File: src/rtl/alu_16bit.sv
// 16-bit registered ALU: 16 operations on (imm ? imm_val : a) and b, with result and 8-bit status captured together.
// Define ALU16_MUL_EN to enable the func 11 multiplier; when undefined, func 11 returns zero.
module alu_16bit #(
    parameter int unsigned WIDTH = 16
) (
    input  logic             clk,
    input  logic             rst_n,
    input  logic [WIDTH-1:0] a,
    input  logic [WIDTH-1:0] b,
    input  logic [WIDTH-1:0] imm_val,
    input  logic             imm,
    input  logic [3:0]       func,
    output logic [WIDTH-1:0] out,
    output logic [7:0]       status_reg
);

    localparam int unsigned SHW = $clog2(WIDTH);

    localparam logic [3:0] F_ADD  = 4'd0;
    localparam logic [3:0] F_SUB  = 4'd1;
    localparam logic [3:0] F_AND  = 4'd2;
    localparam logic [3:0] F_XOR  = 4'd3;
    localparam logic [3:0] F_NOT  = 4'd4;
    localparam logic [3:0] F_OR   = 4'd5;
    localparam logic [3:0] F_SHL  = 4'd6;
    localparam logic [3:0] F_SHR  = 4'd7;
    localparam logic [3:0] F_ASR  = 4'd8;
    localparam logic [3:0] F_ROL  = 4'd9;
    localparam logic [3:0] F_ROR  = 4'd10;
    localparam logic [3:0] F_MUL  = 4'd11;
    localparam logic [3:0] F_PSA  = 4'd12;
    localparam logic [3:0] F_PSB  = 4'd13;
    localparam logic [3:0] F_INC  = 4'd14;
    localparam logic [3:0] F_DEC  = 4'd15;

    logic [WIDTH-1:0] opa;
    logic [WIDTH-1:0] opb;
    logic [SHW-1:0]   amt;

    logic [WIDTH:0]   add_full;
    logic [WIDTH:0]   sub_full;
    logic [WIDTH:0]   shl_full;
    logic [WIDTH:0]   shr_full;
    logic [WIDTH:0]   asr_full;
    logic [WIDTH-1:0] rol_res;
    logic [WIDTH-1:0] ror_res;
`ifdef ALU16_MUL_EN
    logic [2*WIDTH-1:0] mul_full;
`endif

    logic [WIDTH-1:0] res_c;
    logic             carry_c;
    logic             ovf_c;
    logic [7:0]       status_c;

    assign opa = imm ? imm_val : a;
    assign opb = b;
    assign amt = opb[SHW-1:0];

    // Extended datapaths: the extra bit of each shift holds the last bit shifted out.
    always_comb begin
        add_full = {1'b0, opa} + {1'b0, opb};
        sub_full = {1'b0, opa} - {1'b0, opb};
        shl_full = {1'b0, opa} << amt;
        shr_full = {opa, 1'b0} >> amt;
        asr_full = (WIDTH+1)'($signed({opa, 1'b0}) >>> amt);
        rol_res  = (opa << amt) | (opa >> (WIDTH - 32'(amt)));
        ror_res  = (opa >> amt) | (opa << (WIDTH - 32'(amt)));
`ifdef ALU16_MUL_EN
        mul_full = (2*WIDTH)'(opa) * (2*WIDTH)'(opb);
`endif
    end

    // Result select with per-operation carry and overflow.
    always_comb begin
        res_c   = '0;
        carry_c = 1'b0;
        ovf_c   = 1'b0;
        unique case (func)
            F_ADD: begin
                res_c   = add_full[WIDTH-1:0];
                carry_c = add_full[WIDTH];
                ovf_c   = (opa[WIDTH-1] == opb[WIDTH-1]) && (res_c[WIDTH-1] != opa[WIDTH-1]);
            end
            F_SUB: begin
                res_c   = sub_full[WIDTH-1:0];
                carry_c = sub_full[WIDTH];
                ovf_c   = (opa[WIDTH-1] != opb[WIDTH-1]) && (res_c[WIDTH-1] != opa[WIDTH-1]);
            end
            F_AND: res_c = opa & opb;
            F_XOR: res_c = opa ^ opb;
            F_NOT: res_c = ~opa;
            F_OR:  res_c = opa | opb;
            F_SHL: begin
                res_c   = shl_full[WIDTH-1:0];
                carry_c = shl_full[WIDTH];
            end
            F_SHR: begin
                res_c   = shr_full[WIDTH:1];
                carry_c = shr_full[0];
            end
            F_ASR: begin
                res_c   = asr_full[WIDTH:1];
                carry_c = asr_full[0];
            end
            F_ROL: begin
                res_c   = rol_res;
                carry_c = (amt != '0) && rol_res[0];
            end
            F_ROR: begin
                res_c   = ror_res;
                carry_c = (amt != '0) && ror_res[WIDTH-1];
            end
            F_MUL: begin
`ifdef ALU16_MUL_EN
                res_c   = mul_full[WIDTH-1:0];
                carry_c = |mul_full[2*WIDTH-1:WIDTH];
`else
                res_c   = '0;
                carry_c = 1'b0;
`endif
            end
            F_PSA: res_c = opa;
            F_PSB: res_c = opb;
            F_INC: begin
                res_c   = opa + WIDTH'(1);
                carry_c = &opa;
                ovf_c   = (opa == {1'b0, {(WIDTH-1){1'b1}}});
            end
            F_DEC: begin
                res_c   = opa - WIDTH'(1);
                carry_c = (opa == '0);
                ovf_c   = (opa == {1'b1, {(WIDTH-1){1'b0}}});
            end
            default: res_c = '0;
        endcase
    end

    always_comb begin
        status_c[0] = (res_c == '0);
        status_c[1] = carry_c;
        status_c[2] = res_c[WIDTH-1];
        status_c[3] = ovf_c;
        status_c[4] = (opa == opb);
        status_c[5] = (opa > opb);
        status_c[6] = (opa < opb);
        status_c[7] = ($signed(opa) < $signed(opb));
    end

    always_ff @(posedge clk or negedge rst_n) begin
        if (!rst_n) begin
            out        <= '0;
            status_reg <= '0;
        end else begin
            out        <= res_c;
            status_reg <= status_c;
        end
    end

endmodule

File: config.mk
export PLATFORM = sky130hd
export DESIGN_NAME = alu_16bit
export DESIGN_NICKNAME = d
export VERILOG_FILES = /design/src/rtl/alu_16bit.sv
export SDC_FILE = /design/constraint.sdc
export NUM_CORES = 1
export LEC_CHECK = 0
export ABC_AREA = 1
export CORE_ASPECT_RATIO = 2
export CORE_MARGIN = 2
export CORE_UTILIZATION = 60
export CTS_CLUSTER_SIZE = 40
export DETAILED_ROUTE_END_ITERATION = 10
export PLACE_DENSITY = 0.83
export SETUP_SLACK_MARGIN = 0.2
export SYNTH_ARGS = -nofsm -noshare
export SYNTH_HDL_FRONTEND = slang
export SYNTH_SLANG_ARGS = --single-unit
export TNS_END_PERCENT = 1
File: constraint.sdc
create_clock -name clk -period 0.95 [get_ports clk]
set_clock_uncertainty 0.15 [all_clocks]
set_input_delay 0.19 -clock clk [delete_from_list [all_inputs] [get_ports clk]]
set_output_delay 0.19 -clock clk [all_outputs]
set_load 0.05 [all_outputs]
==> results.md, run 1 <==
- Outcome: did not finish
- Stop stage: 4_1_cts
- Err: [ERROR DPL-0038] Utilization greater than 100%, impossible to legalize
- Cells after synthesis: 1629
- Clock sink count: 23
- Die H: 172 um
- Post-CTS setup repair buffer count: 43
- Cell Area, Synth: 8510 sq um
- Sequential element share of the synthesized area: 0.0676
- CTS Hold Buffers Added: 0
- Gates resized, CTS repair: 284
- Count of cell types in the netlist: 49
- CTS Root Cell: clkbuf_16
- Initial Util: 0.613
- I/O Buffers: 78
- Ys flop type: dfrtp_1
- Die width: 88.2 um
- Syn_nets: 1759
- Avg Cell Area, Syn: 5.23 sq um
- Post-DP HPWL: 41800 um
- Warnings, synthesis: 0
- Ys async rst share: 1.00
- Post-synth EDFFs: 0
- Yosys reg bits: 23
- Gpl congestion: 1.36
- # IOs: 79
- H-tree levels: 1
- # rows: 61
- Number of clock buffers inserted by TritonCTS: 3
- Clock buffer depth: 2
==> synthesized netlist by cell type, drive strengths merged, types with 2 or more instances <==
master	n	share of area
a211oi	2	0.0018
a21boi	3	0.0026
a21oi	69	0.041
a22oi	2	0.0018
and2	3	0.0022
buf	44	0.031
clkbuf	17	0.0087
clkinv	3	0.0013
dfrtp	23	0.068
fa	3	0.0071
ha	72	0.11
inv	194	0.086
nand2	579	0.27
nand3	261	0.16
nand3b	7	0.0062
nand4	25	0.018
nor2	141	0.065
nor3	29	0.019
nor4	3	0.0022
o211ai	17	0.015
o21a	2	0.0018
o21ai	88	0.053
o21bai	5	0.0044
o221ai	2	0.0021
o22ai	18	0.013
o311ai	2	0.0021
or2	2	0.0015
xnor2	4	0.0050
xor2	5	0.0051
==> metrics by stage <==
stage / utilization / hold slack [ns] / std cells / cell area [sq um] / setup WS [ns]
2_1_floorplan: - / -0.256 / 1629 / 8600 / -1.62
3_3_place_gp: 0.911 / 0.397 / 2239 / 12700 / -2.69
3_5_place_dp: 0.911 / 0.405 / 2239 / 12700 / -2.96
==> logic make-up after synthesis <==
group                    Yosys count  synth area share
AO/OA/AOI/OAI                    213             0.142
adder cells (fa/ha/maj)           75             0.113
buffers and inverters            258             0.127
XOR/XNOR                           9            0.0101
flip-flops                        23            0.0676
AND/OR/NAND/NOR                 1051             0.541
==> run 2, diff against run 1 <==
CORE_ASPECT_RATIO = default   (was 2)
CORE_UTILIZATION = 40   (was 60)
CTS_CLUSTER_SIZE = default   (was 40)
PLACE_DENSITY = default   (was 0.83)
PLACE_DENSITY_LB_ADDON = 0.15   (was default)
SETUP_SLACK_MARGIN = default   (was 0.2)
==> run 2 against run 1 <==
The flow now finishes, with violations (negative setup slack). Synthesized cell count unchanged. Synthesized area did not move.
==> results.md, run 2 <==
- Outcome: finished with violations
- Failing checks: negative setup slack
- Initial Util: 0.406 (-0.207)
- CP Launch Type: input port
- Flop pwr share: 0.101
- Clock network power share: 0.070
- Period utilization: 2.79
- Clock-pin slew on the worst setup and hold paths: 0.06 ns
- Synth top area share: 0.240 (unchanged)
- Pins Over Slew Limit: 0
- Maximum VDD drop: 868 uV
- Layout Nets: 2270
- Largest net degree at the start of global routing: 36
- Final non-filler cell total: 2417
- CP Capture Type: register
- CP max-delay cell: clkdlybuf4s50_1
- Max reg flops: 15
- Yosys reg bits: 23 (unchanged)
- Worst-path cell chain: clkdlybuf4s50_1 > inv_1 > nand2_2 > nand2_4 > buf_4 > ha_4 > nand2_1 > nand2_1 > nor3_2 > buf_4 > nand2_1 > nor2_1 > nand3_1 > nor2_2 > nand4_1 > nor2_1 > nand3_1 > nor2_1
- Vias in the first global route: 13200
- Vias after detailed routing: 13600
- Post-DP HPWL: 39000 um (-6.8%)
- Final hold vios: 0
- Vias/cell: 5.65
- DR WL/cell: 20.5 um
- CTS tree: done
- Number of clock buffers inserted by TritonCTS: 3 (unchanged)
- Ys async rst share: 1.00 (unchanged)
- Worst slew pin tran: 0.729 ns
- Clock buffer depth: 2 (unchanged)
- Die width: 150 um (+70%)
- Syn_nets: 1759 (unchanged)
- Remaining global-route overflow: 0
- First-pass GRT wire length: 74200 um
- Worst hold path class: input port to async pin
- Die H: 150 um (-13%)
- Most frequent cells in the layout: nand2_1 (478), buf_4 (448), nand3_1 (231)
- GRT Util Overall: 0.434
- Top-count cell post-synth: nand2_1
- Initial drt markers: 1440
- Leak: 7.83 nW
- Initial antenna violation count: 3
- Cells after synthesis: 1629 (unchanged)
- MaxCap Viol Count: 0
- Area delta synth->final: 74.6%
- Post-layout min period: 2.65 ns
- Drt pass-1 iters: 7
- Avg Cell Area, Syn: 5.23 sq um (unchanged)
- CP peak stage delay: 0.46 ns
- RSZ-0062 raised after global routing: yes
- Combinational Power Share: 0.829
- Fin util: 0.709
- P_sw: 6.40 mW
- Setup WS pre-CTS: -2.68 ns (+0.275 ns)
- Final hold slack: 0.136 ns
- Clock sink count: 23 (unchanged)
- Placed cell count: 2359 (+5.4%)
- CTS Root Cell: clkbuf_16
- Core ar.: 21000 sq um
- Final Setup Violations: 47
- # rows: 53 (-13%)
- Ranking of synthesized cells by area: nand2_1 (24%), nand3_1 (15%), ha_1 (11%), inv_1 (8.1%), dfrtp_1 (6.8%)
- Ys flop type: dfrtp_1
- Count of cell types in the netlist: 49 (unchanged)
- Sequential element share of the synthesized area: 0.0676 (unchanged)
- Leading cell types by count after synthesis: nand2_1 (545), nand3_1 (252), inv_1 (184), nor2_1 (137), ha_1 (72)
- Post-synth EDFFs: 0 (unchanged)
- Routed WL: 49500 um
- Final WS setup: -1.70 ns
- Crit path DAT: 2.69 ns
- Max-slew headroom: 0.512
- Buf/Inv on CP: 4
- Sum Neg Setup Slack: -39.46 ns
- Gpl congestion: 1.08 (-20%)
- DIE AREA: 22500 sq um
- DRT antenna net count: 0
- # IOs: 79 (unchanged)
- PwrDens: 867 nW/um^2
- Fmax: 377 MHz
- Cell Area, Synth: 8510 sq um (unchanged)
- Top cell type by total area after synthesis: nand2_1
- Pint: 6.48 mW
- H-tree levels: 1 (unchanged)
- Layout cells sized above 1: 0.382
- Crit path max fanout: 5
- DRC: 0
- I/O Buffers: 78 (unchanged)
- Sw Share: 0.497
- Worst endpoint required time: 0.99 ns
- Leading cell type in the layout, fill and taps excluded: nand2_1
- Warnings, synthesis: 0 (unchanged)
- WS Path Type: input port to register
- Crit path max-delay family: simple AND/OR/NAND/NOR gates
-- run 2: cell counts after synthesis --
Identical to the previous run, type by type.
-- run 2: power groups by stage --
stage / clock network (mW) / logic, mW / registers, mW
floorplan: 0 / 3.83 / 1.79
global placement: 0 / 8.98 / 1.30
detailed placement: 0 / 9.06 / 1.31
CTS: 0.918 / 10.1 / 1.30
global route: 0.984 / 11.3 / 1.30
finish: 0.905 / 10.7 / 1.29
-- run 2: routing by layer --
layer  vias up  wire length, um  GRT usage
li1       6350                -          -
met1      6261            19100      0.529
met2       822            21600      0.682
met3       213             4850      0.105
met4         2             3850      0.279
met5         -               10          0
-- run 2: cells by family (layout without fill, tap and decap cells) --
group,Yosys count,count (layout),share of synthesized area
other,0,3,0
flip-flops,23,23,0.0676
AO/OA/AOI/OAI,213,213,0.142
adder cells (fa/ha/maj),75,75,0.113
buffers and inverters,258,768,0.127
XOR/XNOR,9,9,0.0101
AND/OR/NAND/NOR,1051,1051,0.541
-- run 2: final timing paths --
| kind | from | to | depth (start not counted) |
|---|---|---|---|
| min in group clk | out[9] | out[9] | 1 |
| setup / recovery | a[12] | status_reg[0] | 18 |
| hold / removal | rst_n | status_reg[6] | 2 |
| max in group asynchronous | rst_n | out[8] | 2 |
-- run 2: what timing repair did --
item / CTS / global route
pin swaps: 120 / 56
hold buffers: 0 / 0
endpoints found under the setup margin: 47 / 47
gates resized for setup: 325 / 50
cloned: 1 / 1
hold endpoints to repair: 0 / 0
buffers inserted: 40 / 10
-- run 2: stage by stage --
stage	cell area, sq um	power (mW)
final	14900	12.9
after global routing	14900	13.6
after CTS	14600	12.3
after detailed placement	13100	10.4
after global placement	13100	10.3
after floorplan	8600	5.62
-- run 2: layout make-up --
class	instances	area (sq um)
Inverter	197	771
Antenna cell	3	7.51
Clock inverter	1	5.00
Timing Repair Buffer	567	5000
Fill cell	1861	6090
Clock buffer	3	75.1
Sequential cell	23	576
Multi-Input combinational cell	1348	8090
Tap cell	275	344
Power figures use the tool's default switching activity.
==> run 3, diff against run 2 <==
CORE_ASPECT_RATIO = 2   (was default)
==> run 3 against run 2 <==
The run now fails in 5_1_grt. Synthesized cell count is the same. Synthesized area is the same.
==> results.md, run 3 <==
- Outcome: did not finish
- Stop stage: 5_1_grt
- Err: [ERROR GRT-0116] Global routing finished with congestion. Check the congestion regions in the DRC Viewer.
- # rows: 75 (+42%)
- Ranking of synthesized cells by area: nand2_1 (24%), nand3_1 (15%), ha_1 (11%), inv_1 (8.1%), dfrtp_1 (6.8%)
- # IOs: 79 (unchanged)
- Ys flop type: dfrtp_1
- I/O Buffers: 78 (unchanged)
- Largest net degree at the start of global routing: 41
- First-pass GRT wire length: 90300 um
- Number of clock buffers inserted by TritonCTS: 3 (unchanged)
- Cells after synthesis: 1629 (unchanged)
- Initial Util: 0.407 (+0.000559)
- CTS Root Cell: clkbuf_16
- Avg Cell Area, Syn: 5.23 sq um (unchanged)
- Die width: 107 um (-29%)
- Die H: 210 um (+40%)
- Cell Area, Synth: 8510 sq um (unchanged)
- Post-DP HPWL: 44800 um (+15%)
- Clock sink count: 23 (unchanged)
- H-tree levels: 1 (unchanged)
- Remaining global-route overflow: 3
- Leading cell types by count after synthesis: nand2_1 (545), nand3_1 (252), inv_1 (184), nor2_1 (137), ha_1 (72)
- Warnings, synthesis: 0 (unchanged)
- Clock buffer depth: 2 (unchanged)
- GRT Util Overall: 0.540
- Top cell type by total area after synthesis: nand2_1
- Synth top area share: 0.240 (unchanged)
- Sequential element share of the synthesized area: 0.0676 (unchanged)
- CTS Hold Buffers Added: 0 (unchanged)
- Count of cell types in the netlist: 49 (unchanged)
- Ys async rst share: 1.00 (unchanged)
- Setup WS pre-CTS: -3.16 ns (-0.473 ns)
- Syn_nets: 1759 (unchanged)
- Yosys reg bits: 23 (unchanged)
- Post-synth EDFFs: 0 (unchanged)
- Gpl congestion: 1.11 (+2.8%)
- Top-count cell post-synth: nand2_1
- Vias in the first global route: 15600
-- run 3: stage by stage --
stage / hold slack (ns) / utilization / area, sq um / cells
after global placement: 0.400 / 0.636 / 13300 / 2383
after floorplan: -0.256 / - / 8600 / 1629
after detailed placement: 0.408 / 0.636 / 13300 / 2383
after CTS: 0.134 / 0.703 / 14700 / 2424
-- run 3: kinds of logic after synthesis --
group	after synthesis	synth area share
adders and majority gates	75	0.113
buffers and inverters	258	0.127
xor gates and xnor gates	9	0.0101
AOI/OAI and AO/OA	213	0.142
and+or+nand+nor	1051	0.541
DFF	23	0.0676
-- run 3: metal layers --
metal / GRT overflow / track usage
met3: 0 / 0.213
met5: 0 / 0.0115
met4: 0 / 0.647
met2: 3 / 0.835
met1: 0 / 0.482
-- run 3: repair_timing --
action	4_1_cts
buffers inserted	36
cloned	1
endpoints found under the setup margin	47
gates resized for setup	313
pin swaps	98
